<file path="src/rtl/bus_arbiter_rr16.sv">
// Round-robin arbiter/sequencer for the 16-source datapath mux, with a hold limit and a one-cycle dead gap.
// Optional ARB_LOCK_EN adds a lock input that suspends the hold limit while asserted in GRANT.
module bus_arbiter_rr16 #(
  parameter int unsigned MAX_HOLD = 8,
  parameter int unsigned CNT_W    = 8
) (
  input  logic        clk,
  input  logic        reset_n,
  input  logic [15:0] req,
`ifdef ARB_LOCK_EN
  input  logic        lock,
`endif
  output logic [15:0] grant,
  output logic [3:0]  sel,
  output logic        mux_en,
  output logic        busy,
  output logic        preempt
);

  typedef enum logic [1:0] {IDLE, GRANT, GAP} state_t;

  state_t           state_q, state_d;
  logic [3:0]       ptr_q, ptr_d;
  logic [3:0]       sel_q, sel_d;
  logic [CNT_W-1:0] cnt_q, cnt_d;
  logic [15:0]      grant_q, grant_d;
  logic             preempt_q, preempt_d;

  logic             lock_on;
  logic             found;
  logic [3:0]       win;
  logic [3:0]       idx;
  logic             owner_req;
  logic             others;
  logic             hold_hit;

`ifdef ARB_LOCK_EN
  assign lock_on = lock;
`else
  assign lock_on = 1'b0;
`endif

  // First requester at or after ptr, wrapping 15->0.
  always_comb begin
    found = 1'b0;
    win   = '0;
    idx   = '0;
    for (int unsigned i = 0; i < 16; i++) begin
      idx = ptr_q + 4'(i);
      if (!found && req[idx]) begin
        found = 1'b1;
        win   = idx;
      end
    end
  end

  assign owner_req = req[sel_q];
  assign others    = |(req & ~(16'h0001 << sel_q));
  assign hold_hit  = owner_req && (cnt_q == CNT_W'(MAX_HOLD)) && others && !lock_on;

  always_comb begin
    state_d   = state_q;
    ptr_d     = ptr_q;
    sel_d     = sel_q;
    cnt_d     = cnt_q;
    grant_d   = grant_q;
    preempt_d = 1'b0;
    case (state_q)
      IDLE, GAP: begin
        if (found) begin
          state_d = GRANT;
          sel_d   = win;
          grant_d = 16'h0001 << win;
          cnt_d   = CNT_W'(1);
        end else begin
          state_d = IDLE;
        end
      end
      GRANT: begin
        // A drop takes precedence over the hold limit, so preempt stays low then.
        if (!owner_req || hold_hit) begin
          state_d   = GAP;
          grant_d   = '0;
          ptr_d     = sel_q + 4'd1;
          preempt_d = owner_req;
        end else if (cnt_q != CNT_W'(MAX_HOLD)) begin
          cnt_d = cnt_q + CNT_W'(1);
        end
      end
      default: begin
        state_d = IDLE;
        grant_d = '0;
      end
    endcase
  end

  always_ff @(posedge clk or negedge reset_n) begin
    if (!reset_n) begin
      state_q   <= IDLE;
      ptr_q     <= '0;
      sel_q     <= '0;
      cnt_q     <= '0;
      grant_q   <= '0;
      preempt_q <= 1'b0;
    end else begin
      state_q   <= state_d;
      ptr_q     <= ptr_d;
      sel_q     <= sel_d;
      cnt_q     <= cnt_d;
      grant_q   <= grant_d;
      preempt_q <= preempt_d;
    end
  end

  assign grant   = grant_q;
  assign sel     = sel_q;
  assign mux_en  = (state_q == GRANT);
  assign busy    = (state_q != IDLE);
  assign preempt = preempt_q;

endmodule

</file>
<file path="config.mk">
export PLATFORM = sky130hd
export DESIGN_NAME = bus_arbiter_rr16
export DESIGN_NICKNAME = d
export VERILOG_FILES = /design/src/rtl/bus_arbiter_rr16.sv
export SDC_FILE = /design/constraint.sdc
export NUM_CORES = 1
export LEC_CHECK = 0
export ABC_AREA = 1
export CAP_MARGIN = 20
export CELL_PAD_IN_SITES_DETAIL_PLACEMENT = 0
export CELL_PAD_IN_SITES_GLOBAL_PLACEMENT = 1
export CORE_ASPECT_RATIO = 0.5
export CORE_MARGIN = 8
export CORE_UTILIZATION = 40
export CTS_CLUSTER_SIZE = 28
export DETAILED_ROUTE_END_ITERATION = 10
export GPL_TIMING_DRIVEN = 0
export PLACE_DENSITY_LB_ADDON = 0.08
export SLEW_MARGIN = 20
export SYNTH_ARGS = -nofsm -noshare
export SYNTH_HDL_FRONTEND = slang
export SYNTH_SLANG_ARGS = --single-unit
</file>
<file path="constraint.sdc">
create_clock -name clk -period 3.9 [get_ports clk]
set_input_delay 0.585 -clock clk [delete_from_list [all_inputs] [get_ports clk]]
set_output_delay 0.585 -clock clk [all_outputs]
set_load 0.005 [all_outputs]
</file>
==> impl_results.md <==
- Status: complete, no violations
- CP cell instances: inv_4 > buf_12 > ha_4 > inv_1 > buf_6 > nand3_1 > nand3_2 > nand3_1 > nand2_4 > nand4_4 > nor2_4 > nand4_4 > nor2_2 > nand4_1 > nor2_4 > nand4_4 > inv_2 > nand2_1 > a21oi_4 > nand2_1 > nand2_1
- Number of I/O pins: 41
- Predominant post-synthesis flop cell: dfrtp_1
- Dpl cells: 837
- Routed WL: 13,900 µm
- Synth Cell Area: 4000 µm²
- All-Layer GR Usage: 20.2%
- Slew margin rel.: 30.7%
- Clk_lat worst skew: 0.28 ns
- Slew @ Worst Pin: 1.03 ns
- CTS tree: done
- Synth unique cells: 40
- Number of routed nets with antenna violations: 0
- # clock sinks: 35
- Vias in the first global route: 4,180
- Max-cap violation count: 0
- Async set-reset flop share out of synthesis: 100%
- Seq/Total Area, Yosys: 21.9%
- Reg2reg end: grant[1]$_DFFE_PN0P_
- Max incr delay on CP: 0.45 ns
- R2R Setup Slk: 0.28 ns
- DP HPWL: 10,500 µm
- TritonRoute pass-1 iters: 5
- Root Buffer: clkbuf_16
- Final min period: 3.62 ns
- CTS Hold Buffers Added: 0
- Most common cell in the netlist: nand2_1
- Initial antenna violation count: 0
- Via density: 5.31
- Commonest cells in the netlist: 223 x nand2_1, 108 x nand3_1, 65 x nor2_1, 56 x inv_1, 35 x dfrtp_1
- Starting DRT DRC Count: 367
- Area Growth Syn to Fin: 27.4%
- Num CTS Buffers: 5
- Die W: 157 µm
- Area leader, netlist: dfrtp_1
- CP delay by family, top: simple AND/OR/NAND/NOR gates
- Grt ovf: 0
- Top post-synthesis cells by area: dfrtp_1 22%, nand2_1 21%, nand3_1 14%
- Htree depth: 2
- CP max stage cell: dfrtp_2
- Ant diodes: 0
- Setup CP Type: register to register
- Fin util: 53.3%
- Clock-pin slew on the worst setup and hold paths: 0.06 ns
- Net count, final: 759
- Number of synthesized flops with an enable pin: 0
- Rows: 25
- Critical Path RT: 4.12 ns
- IO Port Bufs: 40
- Gate Count Post-Synth: 661
- RSZ-0062 raised after global routing: false
- Worst path depth: 21
- Clock skew: 0.00655 ns
- Seq cells post-synth: 35
- Worst R2R Start: ptr_q[1]$_DFFE_PN0P_
- Fin. Hold Viols: 0
- Mean Syn Cell Area: 6.06 µm²
- DIE HEIGHT: 86.7 µm
- Largest net degree at the start of global routing: 26
- CP bufs+invs: 5
- Worst Path Arrival: 3.84 ns
- Core Region: 9570 µm²
- CP startpoint: ptr_q[1]$_DFFE_PN0P_
- Total number of vias: 4,577
- Drt drc: 0
- Crit end category: register
- Reg2reg path depth: 21
- RD Place Congestion: 0.880
- Critical path fanouts, max: 13
- Longest Clk Path Bufs: 2
- Fin crit share: 92.9%
- Syn_nets: 694
- Max Freq: 0.276 GHz
- Initial Utilization: 41.8%
- Final Max Slew Viols: 0
- Final Non-Filler Cells: 862
- Hold Crit Class: input pin to asynchronous set/reset pin
- CP Launch Type: register
- Yosys warnings: 0
- Die area: 13,700 µm²
- First-pass GRT wire length: 21,900 µm
- Final setup viols: 0
- Share of the synthesized area in the top cell type: 21.9%
- Drt wl/cell: 16.1 µm
- Layout cell share with drive strength beyond 1: 17.1%
## flip-flops by register name, summed over array words and instances, names as in the netlist
register	flops
cnt_q	8
grant	16
preempt	1
ptr_q	4
sel	4
state_q	2
## repair_timing
action | in CTS | in global routing
setup endpoints to repair | 29 | 29
pin swaps | 0 | 18
buffers inserted | 0 | 17
resized for setup | 9 | 56
gates cloned | 0 | 1
## metal layers
| layer | global-route usage (%) | wire, µm | part of all wire (%) |
|---|---|---|---|
| met4 | 4.12 | 223 | 1.6 |
| met5 | 0 | 0 | 0 |
| met1 | 28.6 | 7040 | 51 |
| met3 | 2.38 | 718 | 5.2 |
| met2 | 32.2 | 5900 | 42 |
## cell type report
class                      instances  area (µm²)
multi-input combinational        541        2970
buffer                            15         130
fill                             996        4470
clock inverter                     1        5.00
clock buffer                       7         133
timing repair buffer              59         551
sequential                        35         880
inverter                          69         262
tap                              135         169
## cell families (layout without fill, tap and decap cells)
group / after synthesis / after routing / synth area share (%)
flops: 35 / 35 / 21.9
buf+inv: 85 / 151 / 8.97
compound gates: 67 / 67 / 10.3
simple gates: 447 / 447 / 51.6
fa+ha+maj: 15 / 15 / 4.69
xor+xnor: 12 / 12 / 2.62
## cells in the final DEF (no fill, tap or decap), types with 3 or more instances in the layout
cell / count
a21oi_1: 10
buf_2: 5
buf_4: 20
buf_6: 6
clkbuf_1: 4
clkbuf_16: 5
clkdlybuf4s50_1: 39
clkinv_1: 4
dfrtp_1: 32
dfrtp_2: 3
ha_1: 13
inv_1: 55
inv_2: 9
nand2_1: 214
nand2_2: 16
nand2_4: 3
nand3_1: 101
nand3_2: 9
nand4_1: 16
nand4_4: 6
nor2_1: 54
nor2_2: 7
nor2_4: 11
nor3_1: 3
o21ai_0: 32
o21ai_1: 3
o21ai_2: 11
xor2_1: 9
## worst max-delay path by stage
stage,to,slack [ns]
6_report,grant[1]$_DFFE_PN0P_,0.28
4_1_cts,grant[15]$_DFFE_PN0P_,-0.009
3_5_place_dp,grant[14]$_DFFE_PN0P_,-0.45
5_1_grt,grant[15]$_DFFE_PN0P_,0.02
2_1_floorplan,cnt_q[5]$_DFFE_PN0P_,0.57
3_3_place_gp,grant[14]$_DFFE_PN0P_,-0.44
## metrics by stage
| step | setup slack (ns) | setup TNS [ns] | hold slack, ns | area, µm² |
|---|---|---|---|---|
| 4_1_cts | -0.00928 | -0.0153 | 0.177 | 4740 |
| 2_1_floorplan | 0.572 | 0 | 0.289 | 4000 |
| 6_report | 0.278 | 0 | 0.175 | 5100 |
| 3_5_place_dp | -0.454 | -10.80 | 0.464 | 4590 |
| 5_1_grt | 0.0180 | 0 | 0.198 | 5100 |
| 3_3_place_gp | -0.442 | -9.95 | 0.463 | 4570 |
Power is not shown: default switching activity piles up to over one toggle a cycle in this logic, so the estimate is an artifact.
